**src/rtl/dma_pkg.sv**
```systemverilog
// Shared AHB encodings, FSM state encoding and burst-type helper for the DMA master.
package dma_pkg;
  localparam logic [10:0] KB_BOUNDARY = 11'd1024;

  typedef enum logic [1:0] {
    HT_IDLE   = 2'b00,
    HT_BUSY   = 2'b01,
    HT_NONSEQ = 2'b10,
    HT_SEQ    = 2'b11
  } htrans_e;

  typedef enum logic [2:0] {
    HB_SINGLE = 3'b000,
    HB_INCR   = 3'b001,
    HB_INCR8  = 3'b101
  } hburst_e;

  typedef enum logic [2:0] {
    S_IDLE  = 3'd0,
    S_NSEQ  = 3'd1,
    S_SEQ   = 3'd2,
    S_LASTD = 3'd3,
    S_ERR   = 3'd4
  } state_e;

  // A fixed-length burst may only be advertised when it stays inside one 1 KB page.
  function automatic hburst_e burst_type(input logic [9:0] start, input logic [2:0] size,
                                         input logic [10:0] beats);
    logic [10:0] span_end;
    span_end = {1'b0, start} + (beats << size);
    return (span_end <= KB_BOUNDARY) ? HB_INCR8 : HB_INCR;
  endfunction
endpackage

```
**src/rtl/tile_buffer.sv**
```systemverilog
// Tile buffer: 1 write port, 1 registered read port. The read register doubles as HWDATA.
module tile_buffer #(
  parameter int DATA_W = 32,
  parameter int DEPTH  = 64,
  parameter int IDX_W  = $clog2(DEPTH)
) (
  input  logic              clk_i,
  input  logic              rst_i,
  input  logic              we_i,
  input  logic [IDX_W-1:0]  waddr_i,
  input  logic [DATA_W-1:0] wdata_i,
  input  logic              re_i,
  input  logic [IDX_W-1:0]  raddr_i,
  output logic [DATA_W-1:0] rdata_o
);
  logic [DATA_W-1:0] mem_q [DEPTH];
  logic [DATA_W-1:0] rdata_q;

  // Storage array; contents intentionally survive reset.
  always_ff @(posedge clk_i) begin
    if (we_i) mem_q[waddr_i] <= wdata_i;
  end

  // Synchronous read; holds its value when not enabled so data survives wait states.
  always_ff @(posedge clk_i) begin
    if (rst_i)     rdata_q <= '0;
    else if (re_i) rdata_q <= mem_q[raddr_i];
  end

  assign rdata_o = rdata_q;
endmodule

```
**src/rtl/ahb_dma_master.sv**
```systemverilog
// AHB-lite burst master: turns groups of generator beats into 8-beat bursts to/from the tile buffer.
module ahb_dma_master
  import dma_pkg::*;
#(
  parameter int BURST_LEN  = 8,
  parameter int TILE_BEATS = 64,
  parameter int DATA_W     = 32,
  parameter int ADDR_W     = 32
) (
  input  logic              I_HCLK,
  input  logic              I_HRESET,
  input  logic              I_BUSY,
  input  logic [ADDR_W-1:0] I_ADDR,
  input  logic [2:0]        I_SIZE,
  input  logic              I_WRITE,
  output logic              O_DMA_READY,
  output logic [ADDR_W-1:0] O_HADDR,
  output logic [1:0]        O_HTRANS,
  output logic              O_HWRITE,
  output logic [2:0]        O_HSIZE,
  output logic [2:0]        O_HBURST,
  output logic [DATA_W-1:0] O_HWDATA,
  input  logic [DATA_W-1:0] I_HRDATA,
  input  logic              I_HREADY,
  input  logic              I_HRESP,
  output logic              O_ERROR
);
  localparam int IDX_W  = $clog2(TILE_BEATS);
  localparam int BEAT_W = $clog2(BURST_LEN);

  state_e            state_q, state_d;
  logic [ADDR_W-1:0] haddr_q, haddr_d;
  logic [2:0]        size_q, size_d;
  logic [2:0]        hburst_q, hburst_d;
  logic              write_q, write_d;
  logic              err_q, err_d;
  logic              dph_q, dph_d;      // a data phase is outstanding on the bus
  logic [BEAT_W-1:0] beat_q, beat_d;
  logic [IDX_W-1:0]  rd_idx_q, rd_idx_d, wr_idx_q, wr_idx_d;
  logic [ADDR_W-1:0] inc;
  htrans_e           htrans;
  logic              addr_acc, data_done, data_err;

  // Transfer type is a pure function of the state register.
  always_comb begin
    htrans = HT_IDLE;
    if (state_q == S_NSEQ)     htrans = HT_NONSEQ;
    else if (state_q == S_SEQ) htrans = HT_SEQ;
  end

  assign inc       = ADDR_W'(1) << size_q;
  assign addr_acc  = ((state_q == S_NSEQ) || (state_q == S_SEQ)) && I_HREADY;
  assign data_done = dph_q && I_HREADY && !I_HRESP;
  assign data_err  = dph_q && I_HRESP;

  // Next-state: burst sequencing, address stepping, buffer index advance and error capture.
  always_comb begin
    state_d  = state_q;
    haddr_d  = haddr_q;
    size_d   = size_q;
    hburst_d = hburst_q;
    write_d  = write_q;
    err_d    = err_q;
    beat_d   = beat_q;
    rd_idx_d = rd_idx_q;
    wr_idx_d = wr_idx_q;
    dph_d    = I_HREADY ? addr_acc : dph_q;
    if (data_done) begin
      if (write_q) wr_idx_d = wr_idx_q + 1'b1;
      else         rd_idx_d = rd_idx_q + 1'b1;
    end
    case (state_q)
      S_IDLE: if (I_BUSY && !err_q) begin
        haddr_d  = I_ADDR;
        size_d   = (I_SIZE > 3'd2) ? 3'd2 : I_SIZE;
        write_d  = I_WRITE;
        hburst_d = burst_type(I_ADDR[9:0], size_d, 11'(BURST_LEN));
        beat_d   = '0;
        state_d  = S_NSEQ;
      end
      S_NSEQ: if (I_HREADY) begin
        haddr_d = haddr_q + inc;
        beat_d  = BEAT_W'(1);
        state_d = S_SEQ;
      end
      S_SEQ: if (I_HREADY) begin
        if (beat_q == BEAT_W'(BURST_LEN - 1)) begin
          state_d = S_LASTD;
        end else begin
          haddr_d = haddr_q + inc;
          beat_d  = beat_q + 1'b1;
        end
      end
      S_LASTD: if (I_HREADY) state_d = S_IDLE;
      default: ;
    endcase
    // First cycle of an error response: abandon the burst so the next cycle shows IDLE.
    if (data_err) begin
      state_d = S_ERR;
      err_d   = 1'b1;
      dph_d   = 1'b0;
    end
  end

  // State and datapath registers with synchronous reset.
  always_ff @(posedge I_HCLK) begin
    if (I_HRESET) begin
      state_q  <= S_IDLE;
      haddr_q  <= '0;
      size_q   <= '0;
      hburst_q <= '0;
      write_q  <= 1'b0;
      err_q    <= 1'b0;
      dph_q    <= 1'b0;
      beat_q   <= '0;
      rd_idx_q <= '0;
      wr_idx_q <= '0;
    end else begin
      state_q  <= state_d;
      haddr_q  <= haddr_d;
      size_q   <= size_d;
      hburst_q <= hburst_d;
      write_q  <= write_d;
      err_q    <= err_d;
      dph_q    <= dph_d;
      beat_q   <= beat_d;
      rd_idx_q <= rd_idx_d;
      wr_idx_q <= wr_idx_d;
    end
  end

  // Read port fetches the beat whose address is being accepted; when the previous
  // data phase completes in the same cycle, that beat is one index ahead of wr_idx.
  tile_buffer #(.DATA_W(DATA_W), .DEPTH(TILE_BEATS)) u_buf (
    .clk_i   (I_HCLK),
    .rst_i   (I_HRESET),
    .we_i    (data_done && !write_q && !I_HRESET),
    .waddr_i (rd_idx_q),
    .wdata_i (I_HRDATA),
    .re_i    (addr_acc && write_q),
    .raddr_i (wr_idx_q + IDX_W'(dph_q)),
    .rdata_o (O_HWDATA)
  );

  assign O_HTRANS    = htrans;
  assign O_DMA_READY = addr_acc;
  assign O_HADDR     = haddr_q;
  assign O_HWRITE    = write_q;
  assign O_HSIZE     = size_q;
  assign O_HBURST    = hburst_q;
  assign O_ERROR     = err_q;
endmodule
```
**config.mk**
```make
export PLATFORM = sky130hd
export DESIGN_NAME = ahb_dma_master
export DESIGN_NICKNAME = d
export VERILOG_FILES = /design/src/rtl/dma_pkg.sv /design/src/rtl/tile_buffer.sv /design/src/rtl/ahb_dma_master.sv
export SDC_FILE = /design/constraint.sdc
export NUM_CORES = 2
export LEC_CHECK = 0
export BUFFER_PORTS_ARGS = -buffer_cell sky130_fd_sc_hd__buf_2
export CELL_PAD_IN_SITES_DETAIL_PLACEMENT = 0
export CELL_PAD_IN_SITES_GLOBAL_PLACEMENT = 1
export CORE_MARGIN = 5
export CORE_UTILIZATION = 45
export CTS_CLUSTER_DIAMETER = 30
export CTS_CLUSTER_SIZE = 40
export DETAILED_ROUTE_END_ITERATION = 16
export PLACE_DENSITY = 0.78
export SETUP_SLACK_MARGIN = 0.15
export SYNTH_ARGS = -nofsm -noshare
export SYNTH_HDL_FRONTEND = slang
export SYNTH_SLANG_ARGS = --single-unit
```
**constraint.sdc**
```tcl
create_clock -name I_HCLK -period 3.6 [get_ports I_HCLK]
set_clock_uncertainty 0.15 [all_clocks]
set_input_delay 0.36 -clock I_HCLK [delete_from_list [all_inputs] [get_ports I_HCLK]]
set_output_delay 0.36 -clock I_HCLK [all_outputs]
set_load 0.01 [all_outputs]
```
==> results.toml <==
[clocking]
clk_pin_slew_ps = 50
cts_buffers = 389
clock_latency_ps = 940
cts.sink_count = 2138
cts_root_buf = "clkbuf_16"
cts_max_path_buffers = 4
cts_tree = "done"
ctsHtreeMaxLevel = 5

[worst_setup_path]
r2r-end = "u_buf.rdata_o[25]"
arrival_ps = 3980
cp-start-kind = "register"
cp.required_ps = 4280
crit_start = "dph_q"
endpoint = "u_buf.rdata_o[25]"
worstPathMaxFanout = 23
r2r_start = "dph_q"
ff2ff_path_depth = 9
crit_path_end_kind = "register"
critPathKind = "register to register"
regToRegSetupSlack_ps = 300

[layout]
finalNonFillerCells = 7458
fill_cells = 12790
area_growth_pct = 25.56
drive_gt1_share_pct = 32.95
fin_nets = 4776
multi_input_area_um2 = 18980
seq_area_um2 = 63300

[yosys]
yosys-top-cells-area = "edfxtp_1 74%, mux4_2 14%, dfxtp_1 2.2%"
yosysWarnings = 0
yosys.area.top_type_share_pct = 74.38
syn_avg_cell_area_um2 = 20.45
yosysMostFrequentCell = "edfxtp_1"
yosysTopAreaCell = "edfxtp_1"
ys_seq_area_share_pct = 76.56
synthCells = 4044
synth.top_cells.by_count = "2048 x edfxtp_1, 512 x mux4_2, 411 x nand2_1"
async_reset_ff_share_pct = 0
ys.flop_type = "edfxtp_1"
ys_ff_latch = 2138
syn_area_um2 = 82680
synth-edff-count = 2048
synth_cell_types = 70

[global_route]
use_met3_pct = 5.407
first_global_vias = 46553
antenna_found_initial = 13
busiest_layer = "met2"
grt_max_degree = 65
use_met1_pct = 31.28
grt_pass1_wl_um = 321300
grtUsageTotal_pct = 22.84
grt_overflow = 0
gr-usage-met2_pct = 35.91

[routing]
drc = 0
wl_um = 221400
drt_iter0_drc = 5851
wl_per_cell_um = 29.68
drt_pass1_iterations = 6
vias = 45299
ant_nets = 0
viasPerCell = 6.074

[outcome]
outcome = "finished, final reports clean"

[timing]
maxSlewViolCount = 0
max_slew_margin_pct = 14.26
fin_setup_tns_ps = 0
hold_violations = 0
max_freq_mhz = 303.3
setup_viol = 0
grt_setup_unrepaired = "false"
worstMarginPinSlew_ps = 1286
fin_crit_ps = 3297
fin_crit_sh_pct = 91.57

[floorplanning]
die_h_um = 438.7
start_util_pct = 45.21
fp-row-count = 157
dieArea_um2 = 192400
die_w_um = 438.7
fp.coreArea_um2 = 182900
num_io_pins = 148

[placed_design]
dp.final_hpwl_um = 118900
io_buffers = 146
gp_congestion = 0.7905
dp_cells = 6705

[power]
power.density_nw_per_um2 = 665.7
finalPower_mw = 69.12
p_leak_nw = 33.26
peakVddDrop_v = 0.0004552

[run]
cap_violations = 0

[hold_path]
hold_path.class = "input pin to register"
[flip-flops by register name, indices dropped and copies added, names as in the netlist, 3 cells and up]
signal	count
u_buf.mem_q	2048
O_HADDR	32
u_buf.rdata_o	32
rd_idx_q	6
wr_idx_q	6
O_HSIZE	3
beat_q	3
state_q	3
[routing by layer]
metal  vias to the layer above  wire [um]  share of wire, %
met2                      2952     105900                48
met4                         8       8018               3.6
met5                         -         44             0.020
li1                      18199          -                 -
met3                       488      23260                11
met1                     23652      84200                38
[timing repair]
item,4_1_cts,5_1_grt
hold buffers,46,0
hold endpoints to repair,137,0
gates resized for setup,0,1
endpoints found under the setup margin,0,4
buffers inserted,0,2
[stage by stage]
step           cell area, um^2  util, %  setup WS [ps]  hold WS (ps)
3_3_place_gp             90160    49.30          246.3         293.4
4_1_cts                 103800    56.75          233.8         21.95
6_report                103800    56.77          303.4         67.72
5_1_grt                 103800    56.77          155.2         84.69
3_5_place_dp             90160    49.30          215.5         301.3
2_1_floorplan            82700        -          250.8         285.6
[final cells by class]
type	instances	share of cell area, %
sequential	2138	60.97
multi-input combinational	1662	18.28
clock buffer	442	9.758
timing repair buffer	471	5.012
tap	2464	2.970
clock inverter	259	2.932
inverter	18	0.06508
antenna	4	0.009641
[cells by family (layout without fill, tap and decap cells)]
logic type,count (synthesis),after routing,share of synthesized area [%]
simple gates,731,731,3.946
mux,614,614,15.18
buf+inv,248,1190,1.238
compound gates,269,269,2.495
fa+ha+maj,23,23,0.3662
xor+xnor,20,20,0.2119
other cells,1,9,0.004535
flops,2138,2138,76.56
[placed cells by master, fill, tap and decap left out, types with 11 or more instances in the layout]
cell and count:
clkinvlp_4 36, clkbuf_1 40, buf_2 146, a211oi_1 11
mux2i_1 102, nand4_1 43, clkinv_1 41, inv_1 17
nand3_1 89, a21o_1 11, o21ai_0 11, a31oi_1 12
clkbuf_16 395, a21oi_1 36, dlygate4sd3_1 46, bufinv_16 56
clkinv_4 33, nand2_1 411, buf_12 153, inv_6 31
ha_1 19, nor2_4 65, buf_4 125, nor2_1 45
edfxtp_1 2048, clkinv_2 52, dfxtp_1 90, a32oi_1 128
mux4_2 512
[worst max-delay path, stage by stage, from the launching register on]
cell,delay (ps)
dfxtp_1,460
ha_4,210
ha_4,210
xor2_4,300
buf_12,230
buf_4,400
nand2_1,150
a32oi_1,280
nand4_1,560
nand2_1,220
[how the worst min path moves through the flow]
stage,to,depth (start not counted),slack [ps],from
2_1_floorplan,beat_q[1],2,290,beat_q[1]
3_3_place_gp,beat_q[1],2,290,beat_q[1]
3_5_place_dp,beat_q[1],2,300,beat_q[1]
4_1_cts,u_buf.mem_q[50][4],1,20,I_HRDATA[4]
5_1_grt,u_buf.mem_q[11][18],1,80,I_HRDATA[18]
6_report,u_buf.mem_q[27][18],1,70,I_HRDATA[18]
[power by group]
group / switching (mW) / internal, mW
Clock: 12.3 / 24.2
Combinational: 2.55 / 2.29
Sequential: 0.278 / 27.5
Total: 15.1 / 54.0
Power figures use the tool's default switching activity.
